--- src/rtl/output_port_buf_if.sv ---
// -----------------------------------------------------------------------------
// output_port_buf_if
//
// Bundles the data and flow-control signals of one output-port buffer.
//
// Direction split:
//   master : the leaf and the converge stage. They drive din/din_valid,
//            rd_sel and the credit update.
//   slave  : output_port_buf. It drives din_ready, packet_out and empty.
//
// Signals:
//   din          [PACKET_BITS-2:0]  payload from the leaf
//   din_valid                       din is valid
//   din_ready                       buffer can accept din
//   rd_sel                          poll strobe from the converge stage
//   packet_out   [PACKET_BITS-1:0]  popped packet {valid, payload}
//   empty                           nothing sendable (no data or no credit)
//   credit_load                     freespace update strobe
//   credit_value [CREDIT_BITS-1:0]  absolute freespace reported downstream
// -----------------------------------------------------------------------------
interface output_port_buf_if #(
  parameter int PACKET_BITS = 97,
  parameter int CREDIT_BITS = 8
);

  logic [PACKET_BITS-2:0] din;
  logic                   din_valid;
  logic                   din_ready;
  logic                   rd_sel;
  logic [PACKET_BITS-1:0] packet_out;
  logic                   empty;
  logic                   credit_load;
  logic [CREDIT_BITS-1:0] credit_value;

  modport master (
    output din,
    output din_valid,
    input  din_ready,
    output rd_sel,
    input  packet_out,
    input  empty,
    output credit_load,
    output credit_value
  );

  modport slave (
    input  din,
    input  din_valid,
    output din_ready,
    input  rd_sel,
    output packet_out,
    output empty,
    input  credit_load,
    input  credit_value
  );

endinterface

--- src/rtl/output_port_buf.sv ---
// -----------------------------------------------------------------------------
// output_port_buf
//
// Credit-gated output buffer for one output port. Packets from the leaf are
// queued in a 2**FIFO_ASIZE deep FIFO. The converge stage polls the port with
// rd_sel; a poll that finds both data and credit ("send") pops the head and
// presents {1'b1, head} on packet_out one cycle later. Every other cycle
// packet_out is all zeros, so a valid flag is never held over.
//
// Credit counts free space downstream. Each send consumes one credit;
// credit_load overwrites the counter with an absolute value reported by the
// receiver and takes priority over the decrement of a concurrent send.
// A two-state FSM (SEND / STALL) tracks whether any credit is left.
//
// Ports:
//   clk        rising-edge clock
//   rst_n      asynchronous active-low reset
//   bus        output_port_buf_if.slave (din/din_valid/din_ready, rd_sel,
//              packet_out, empty, credit_load/credit_value)
//   pkt_count  [31:0] sends since reset, wrapping; present only with the
//              optional feature below
//
// Optional feature:
//   OUTPUT_PORT_PKT_COUNT_EN  when defined, adds the pkt_count output and its
//                             counter. When undefined neither exists.
//
// Parameters:
//   PACKET_BITS  width of packet_out; MSB is the valid flag
//   FIFO_ASIZE   log2 of the FIFO depth
//   CREDIT_BITS  width of the credit counter
//   CREDIT_INIT  credit loaded at reset
// -----------------------------------------------------------------------------
module output_port_buf #(
  parameter int PACKET_BITS = 97,
  parameter int FIFO_ASIZE  = 4,
  parameter int CREDIT_BITS = 8,
  parameter int CREDIT_INIT = 16
) (
  input  logic                  clk,
  input  logic                  rst_n,
  output_port_buf_if.slave      bus
`ifdef OUTPUT_PORT_PKT_COUNT_EN
  ,
  output logic [31:0]           pkt_count
`endif
);

  localparam int DEPTH       = 2 ** FIFO_ASIZE;
  localparam int DATA_BITS   = PACKET_BITS - 1;

  typedef enum logic {
    SEND  = 1'b0,
    STALL = 1'b1
  } credit_state_t;

  // ---------------------------------------------------------------------------
  // FIFO storage and pointers
  // ---------------------------------------------------------------------------
  // Pointers carry one extra wrap bit: equal pointers mean empty, pointers
  // that differ only in the wrap bit mean full.
  logic [DATA_BITS-1:0]  mem [DEPTH];
  logic [FIFO_ASIZE:0]   wr_ptr;
  logic [FIFO_ASIZE:0]   rd_ptr;
  logic [FIFO_ASIZE-1:0] wr_addr;
  logic [FIFO_ASIZE-1:0] rd_addr;
  logic                  fifo_full;
  logic                  fifo_empty;

  logic                  push;
  logic                  send;

  logic [CREDIT_BITS-1:0] credit;
  logic [CREDIT_BITS-1:0] credit_next;
  credit_state_t          state;
  credit_state_t          state_next;

  logic [PACKET_BITS-1:0] packet_q;

  assign wr_addr    = wr_ptr[FIFO_ASIZE-1:0];
  assign rd_addr    = rd_ptr[FIFO_ASIZE-1:0];
  assign fifo_empty = (wr_ptr == rd_ptr);
  assign fifo_full  = (wr_ptr[FIFO_ASIZE] != rd_ptr[FIFO_ASIZE]) &&
                      (wr_addr == rd_addr);

  // Reset clears the pointers, so din_ready reads 1 and empty reads 1 for as
  // long as rst_n is low, without extra gating.
  assign bus.din_ready  = !fifo_full;
  assign bus.empty      = fifo_empty || (credit == '0);
  assign bus.packet_out = packet_q;

  // A write while full is dropped here; the leaf keeps din_valid up and the
  // word is taken once a pop frees a slot.
  assign push = bus.din_valid && !fifo_full;
  assign send = bus.rd_sel && !bus.empty;

  // NOTE: the storage array has no reset; emptiness is defined by the
  // pointers alone, and leaving the array out of the reset lets it map to RAM.
  always_ff @(posedge clk) begin
    if (push) begin
      mem[wr_addr] <= bus.din;
    end
  end

  // NOTE: all clocked state uses non-blocking assignments so every register
  // samples pre-edge values, whatever order the blocks are evaluated in.
  always_ff @(posedge clk or negedge rst_n) begin
    if (!rst_n) begin
      wr_ptr <= '0;
      rd_ptr <= '0;
    end else begin
      // Push and pop are independent, so a simultaneous pair leaves the
      // occupancy unchanged and keeps the pushed word.
      if (push) begin
        wr_ptr <= wr_ptr + 1'b1;
      end
      if (send) begin
        rd_ptr <= rd_ptr + 1'b1;
      end
    end
  end

  // ---------------------------------------------------------------------------
  // Output register: one-cycle pulse per send, zero otherwise
  // ---------------------------------------------------------------------------
  always_ff @(posedge clk or negedge rst_n) begin
    if (!rst_n) begin
      packet_q <= '0;
    end else if (send) begin
      packet_q <= {1'b1, mem[rd_addr]};
    end else begin
      packet_q <= '0;
    end
  end

  // ---------------------------------------------------------------------------
  // Credit counter and SEND/STALL FSM
  // ---------------------------------------------------------------------------
  // NOTE: every signal written here gets a default first, so no path through
  // the block can leave it unassigned and infer a latch.
  always_comb begin
    credit_next = credit;
    state_next  = state;

    // A load is absolute and wins over the decrement. When it coincides with
    // a send, the send was granted on the old credit, so its cost is taken
    // from the new value, clamped at zero.
    if (bus.credit_load) begin
      if (send) begin
        credit_next = (bus.credit_value == '0) ? '0
                    : bus.credit_value - CREDIT_BITS'(1);
      end else begin
        credit_next = bus.credit_value;
      end
    end else if (send) begin
      // send implies credit > 0, so this never wraps.
      credit_next = credit - CREDIT_BITS'(1);
    end

    unique case (state)
      SEND: begin
        if (credit_next == '0) begin
          state_next = STALL;
        end
      end
      STALL: begin
        if (credit_next != '0) begin
          state_next = SEND;
        end
      end
      default: state_next = SEND;
    endcase
  end

  always_ff @(posedge clk or negedge rst_n) begin
    if (!rst_n) begin
      credit <= CREDIT_BITS'(CREDIT_INIT);
      state  <= (CREDIT_INIT == 0) ? STALL : SEND;
    end else begin
      credit <= credit_next;
      state  <= state_next;
    end
  end

`ifdef OUTPUT_PORT_PKT_COUNT_EN
  // ---------------------------------------------------------------------------
  // Sent-packet counter, free-running modulo 2**32
  // ---------------------------------------------------------------------------
  always_ff @(posedge clk or negedge rst_n) begin
    if (!rst_n) begin
      pkt_count <= '0;
    end else if (send) begin
      pkt_count <= pkt_count + 32'd1;
    end
  end
`endif

endmodule
--- src/flat_wrapper.sv ---
// flat-port wrapper written by rule: the top's interface ports become plain ports
module output_port_buf_flat 
#(
  parameter int PACKET_BITS = 97,
  parameter int FIFO_ASIZE  = 4,
  parameter int CREDIT_BITS = 8,
  parameter int CREDIT_INIT = 16
)
  (clk, rst_n, bus_din, bus_din_valid, bus_din_ready, bus_rd_sel, bus_packet_out, bus_empty, bus_credit_load, bus_credit_value);
  output_port_buf_if #(.PACKET_BITS(PACKET_BITS), .CREDIT_BITS(CREDIT_BITS)) bus_i ();
  input  logic clk;
  input  logic rst_n;
  input wire logic [$bits(bus_i.din)-1:0] bus_din;
  input wire logic [$bits(bus_i.din_valid)-1:0] bus_din_valid;
  output wire logic [$bits(bus_i.din_ready)-1:0] bus_din_ready;
  input wire logic [$bits(bus_i.rd_sel)-1:0] bus_rd_sel;
  output wire logic [$bits(bus_i.packet_out)-1:0] bus_packet_out;
  output wire logic [$bits(bus_i.empty)-1:0] bus_empty;
  input wire logic [$bits(bus_i.credit_load)-1:0] bus_credit_load;
  input wire logic [$bits(bus_i.credit_value)-1:0] bus_credit_value;
  assign bus_i.din = bus_din;
  assign bus_i.din_valid = bus_din_valid;
  assign bus_din_ready = bus_i.din_ready;
  assign bus_i.rd_sel = bus_rd_sel;
  assign bus_packet_out = bus_i.packet_out;
  assign bus_empty = bus_i.empty;
  assign bus_i.credit_load = bus_credit_load;
  assign bus_i.credit_value = bus_credit_value;
  output_port_buf #(.PACKET_BITS(PACKET_BITS), .FIFO_ASIZE(FIFO_ASIZE), .CREDIT_BITS(CREDIT_BITS), .CREDIT_INIT(CREDIT_INIT)) u_core (.clk(clk), .rst_n(rst_n), .bus(bus_i));
endmodule
--- config.mk ---
export PLATFORM = sky130hd
export DESIGN_NAME = output_port_buf_flat
export DESIGN_NICKNAME = d
export VERILOG_FILES = /design/src/rtl/output_port_buf_if.sv /design/src/rtl/output_port_buf.sv /design/src/flat_wrapper.sv
export SDC_FILE = /design/constraint.sdc
export NUM_CORES = 2
export LEC_CHECK = 0
export CORE_UTILIZATION = 56
export CTS_CLUSTER_SIZE = 8
export DETAILED_ROUTE_END_ITERATION = 8
export HOLD_SLACK_MARGIN = 0.05
export PLACE_DENSITY = 0.81
export REMOVE_ABC_BUFFERS = 1
export SLEW_MARGIN = 20
export SYNTH_ARGS = -nofsm -noshare
export SYNTH_HDL_FRONTEND = slang
export SYNTH_SLANG_ARGS = --single-unit
--- constraint.sdc ---
create_clock -name clk -period 12.3 [get_ports clk]
set_input_delay 1.23 -clock clk [delete_from_list [all_inputs] [get_ports clk]]
set_output_delay 1.23 -clock clk [all_outputs]
set_load 0.01 [all_outputs]
==> results_tabular.tex <==
\begin{tabular}{lr}
\hline
Metric & Value \\
\hline
\multicolumn{2}{l}{\textbf{Run status}} \\
Run status & finished clean \\
\multicolumn{2}{l}{\textbf{STA}} \\
Least-Margin Pin Slew & 1270 ps \\
Setup skew after layout & approximately 50 ps \\
Share of the clock period used by the worst path after layout & 42.8\% \\
Unrepaired setup endpoints after global routing & false \\
Worst hold slack after final layout & $\sim$400 ps \\
Highest Clock Rate & 0.190 GHz \\
Number of setup violations in the final report & 0 \\
Hold violation total from the final report & 0 \\
Final number of max-transition violations & 0 \\
Min Clock Period, post-route & 5260 ps \\
Worst-case headroom to the max-slew limit & 15.2\% \\
Setup TNS & 0 ps \\
\multicolumn{2}{l}{\textbf{Detailed routing}} \\
1st-iter DRT viols & 4,797 \\
Antenna Nets Post-Route & 0 \\
Detailed-route vias per instance & 6.75 \\
Number of remaining DRC errors & 0 \\
Average detailed-routed wire length per instance & $\sim$36 µm \\
First drt pass iteration count & 6 \\
Final Routed Wirelength & 164 mm \\
Total vias in the final route & $\sim$30,000 \\
\multicolumn{2}{l}{\textbf{Setup path}} \\
Crit path max fanout & 66 \\
Critical path data arrival time & 5680 ps \\
R2r setup slk & 7040 ps \\
Data required time of the critical path & $\sim$13,000 ps \\
Most numerous cell on the critical path & sky130\_fd\_sc\_hd\_\_buf\_4 \\
R2r endpoint & u\_core.mem[3][61] \\
Critical path launch point type & flop \\
Slowest CP cell & sky130\_fd\_sc\_hd\_\_dfrtp\_4 \\
Number of cell instances on the worst register-to-register path & 7 \\
Critical register-to-register path startpoint & u\_core.rd\_ptr[1] \\
Critical path type & reg -> reg \\
Worst setup path startpoint & u\_core.rd\_ptr[1] \\
Type of element capturing the critical path & flop \\
CP max stage delay & 1060 ps \\
List of cells traversed by the critical path & xnor2\_1 -> nand4\_1 -> o21a\_1 -> nand2\_1 -> nor3\_4 -> buf\_4 -> buf\_4 \\
\multicolumn{2}{l}{\textbf{Floorplanning}} \\
\# rows & around 120 \\
Num ports & around 210 \\
Vertical die dimension & about 330 µm \\
Starting density of the core & between 50\% and 60\% \\
Overall die width & 335 µm \\
Placeable Area & 0.109 mm² \\
Die Footprint & 0.112 mm² \\
\multicolumn{2}{l}{\textbf{Job}} \\
Maxcap violations & 0 \\
\multicolumn{2}{l}{\textbf{Finish}} \\
Filler Cell Count & about 6,300 \\
Share of cells above drive strength 1 & 25.9\% \\
Sequential cell area & slightly below 0.05 mm² \\
Most common cell after layout, fill and taps aside & sky130\_fd\_sc\_hd\_\_edfxtp\_1 \\
Commonest cells after routing, fill and taps aside & sky130\_fd\_sc\_hd\_\_edfxtp\_1, sky130\_fd\_sc\_hd\_\_mux4\_2, sky130\_fd\_sc\_hd\_\_clkbuf\_16, sky130\_fd\_sc\_hd\_\_clkdlybuf4s50\_1, sky130\_fd\_sc\_hd\_\_clkbuf\_1 \\
Post-layout nets & 2,943 \\
Area taken by multi-input logic gates & approximately 0.012 mm² \\
Final cell count without fillers & 4,500 \\
Synthesis-to-finish area growth & 16.6\% \\
\multicolumn{2}{l}{\textbf{Synth}} \\
Count of unique library cells instantiated by Yosys & 46 \\
Flop and latch count out of synthesis & 1,651 \\
Fraction of the yosys area taken by sequential cells & 79.0\% \\
Share of async-settable or async-resettable flops after synthesis & 6.97\% \\
Yosys synthesis warning count & 0 \\
Instance count of the mapped netlist & 2,486 \\
Most common flop cell mapped by yosys & sky130\_fd\_sc\_hd\_\_edfxtp\_1 \\
Cell Area, Synth & 0.0620 mm² \\
Number of flops mapped to enable cells by yosys & 1,536 \\
Avg Inst Size Synth & 24.9 µm² \\
\multicolumn{2}{l}{\textbf{Placement}} \\
Port Buffers & roughly 210 \\
Final weighted congestion of routability-driven global placement & about 0.76 \\
Estimated wirelength of the detail-placed design & 70.9 mm \\
Post-Place Cells & approximately 4,000 \\
\multicolumn{2}{l}{\textbf{Clocking}} \\
TritonCTS buffer count & 224 \\
Post-CTS setup buffer count & 0 \\
Deepest clock path buffer count & 3 \\
Clock latency on the worst-skew pair & 800 ps \\
TritonCTS clock tree & done \\
CTS H-Tree Depth & 4 \\
CTS resizes & 0 \\
CTS Hold Buffers Added & 0 \\
Cell chosen for the clock root & sky130\_fd\_sc\_hd\_\_clkbuf\_16 \\
TritonCTS sink count & 1,651 \\
Clock edge transition at the registers on the reported setup and hold paths & 60 ps \\
\multicolumn{2}{l}{\textbf{Min path}} \\
Worst min path class & in -> async \\
\multicolumn{2}{l}{\textbf{GRT}} \\
Global-route wire length before repair & approximately 230 mm \\
Maximum number of pins on one net before global-route repair & 175 \\
Number of antenna violations at the first check in global routing & 30 \\
Overall routing resource usage & between 20\% and 30\% \\
Via count of the first global-routing pass & between 30,000 and 40,000 \\
GR Overflow Total & 0 \\
\multicolumn{2}{l}{\textbf{Power}} \\
Power per Cell Area & 241 mW/mm² \\
Worst supply voltage drop on vdd & 0.240 mV \\
P\_leak & $\sim$23 nW \\
\hline
\end{tabular}
-- synthesized netlist by cell type (2+ instances only) --
cell type / instances / area [µm²]
sky130_fd_sc_hd__edfxtp_1: 1536 / 46100
sky130_fd_sc_hd__mux4_2: 480 / 10800
sky130_fd_sc_hd__dfrtp_1: 114 / 2850
sky130_fd_sc_hd__and2_1: 97 / 607
sky130_fd_sc_hd__clkbuf_1: 67 / 251
sky130_fd_sc_hd__buf_4: 26 / 195
sky130_fd_sc_hd__buf_2: 18 / 90.1
sky130_fd_sc_hd__and3_1: 15 / 93.8
sky130_fd_sc_hd__xnor2_1: 13 / 114
sky130_fd_sc_hd__nand2_1: 12 / 45.0
sky130_fd_sc_hd__inv_1: 10 / 37.5
sky130_fd_sc_hd__buf_6: 9 / 101
sky130_fd_sc_hd__ha_1: 9 / 113
sky130_fd_sc_hd__nor2_1: 7 / 26.3
sky130_fd_sc_hd__nand3_1: 6 / 30.0
sky130_fd_sc_hd__o211ai_1: 6 / 45.0
sky130_fd_sc_hd__buf_1: 5 / 18.8
sky130_fd_sc_hd__mux2i_1: 4 / 40.0
sky130_fd_sc_hd__nand4_1: 4 / 25.0
sky130_fd_sc_hd__o21ai_0: 4 / 20.0
sky130_fd_sc_hd__or3_1: 4 / 25.0
sky130_fd_sc_hd__xor2_1: 4 / 35.0
sky130_fd_sc_hd__nor3_1: 3 / 15.0
sky130_fd_sc_hd__nor4_1: 3 / 18.8
sky130_fd_sc_hd__nor4b_1: 3 / 26.3
sky130_fd_sc_hd__mux2_2: 2 / 22.5
sky130_fd_sc_hd__nand2b_1: 2 / 12.5
sky130_fd_sc_hd__nor2b_1: 2 / 12.5
sky130_fd_sc_hd__o221ai_1: 2 / 17.5
sky130_fd_sc_hd__o31ai_1: 2 / 15.0
sky130_fd_sc_hd__or4_1: 2 / 15.0
-- kinds of logic (layout without fill, tap and decap cells) --
kind of cell	count (synthesis)	in the layout	share of synthesized area (%)
flip-flops	1651	1651	79.0
XOR/XNOR	17	17	0.240
AND/OR/NAND/NOR	162	162	1.56
AO/OA/AOI/OAI	24	24	0.305
multiplexers	486	486	17.5
adder cells (fa/ha/maj)	9	9	0.182
other	0	14	0
buffers and inverters	137	661	1.13
-- sequential cells by signal (all words and copies together), names as in the netlist --
register and cells:
u_core.mem 1536, u_core.rd_ptr 5, u_core.wr_ptr 5, u_core.credit 8, u_core.bus.packet_out 97
-- cell type report --
type / count / share of cell area (%)
Sequential cell: 1651 / 67.8
Antenna cell: 14 / 0.0484
Clock buffer: 396 / 8.69
Inverter: 11 / 0.0606
Multi-Input combinational cell: 698 / 17.1
Tap cell: 1476 / 2.55
Clock inverter: 15 / 0.479
Timing Repair Buffer: 239 / 3.27
-- worst max-delay path by stage --
stage,to,depth (start not counted)
global route,u_core.mem[3][20],7
finish,u_core.mem[3][61],7
global placement,u_core.mem[3][16],6
floorplan,u_core.mem[3][0],5
CTS,u_core.bus.packet_out[94],6
detailed placement,u_core.mem[3][34],6
-- through the flow --
stage / util [%] / setup WS (ps) / power [mW] / cell area, µm²
after floorplan: - / -9950 / 11.4 / 61300
after global placement: 60.0 / 6890 / 11.3 / 65600
after detailed placement: 60.0 / 6800 / 11.4 / 65600
after CTS: 66.1 / 6770 / 17.5 / 72300
after global routing: 66.1 / 6920 / 17.9 / 72300
final: 66.2 / 7040 / 17.4 / 72300
-- critical path, delay by kind of cell (launching register included) --
kind,cells,cell delay [ps]
flops,1,1060
buf+inv,2,1590
xor+xnor,1,150
compound gates,1,650
simple gates,3,1300
-- layer usage --
layer / wire, µm / global-route usage, % / part of all wire (%) / up-vias
met5: 116 / 0 / 0.071 / -
met4: 5800 / 12.1 / 3.5 / 18
met2: 84100 / 48.7 / 51 / 2615
met3: 17100 / 7.29 / 10 / 397
met1: 57000 / 38.5 / 35 / 16000
li1: - / - / - / 11400
-- report_power, final --
part / switching, mW / total (mW) / internal, mW
clock: 2.45 / 5.89 / 3.44
sequential: 0.393 / 7.25 / 6.85
combinational: 2.16 / 4.29 / 2.13
total: 5.01 / 17.4 / 12.4
Note: power is estimated with default switching activity, not from simulation.
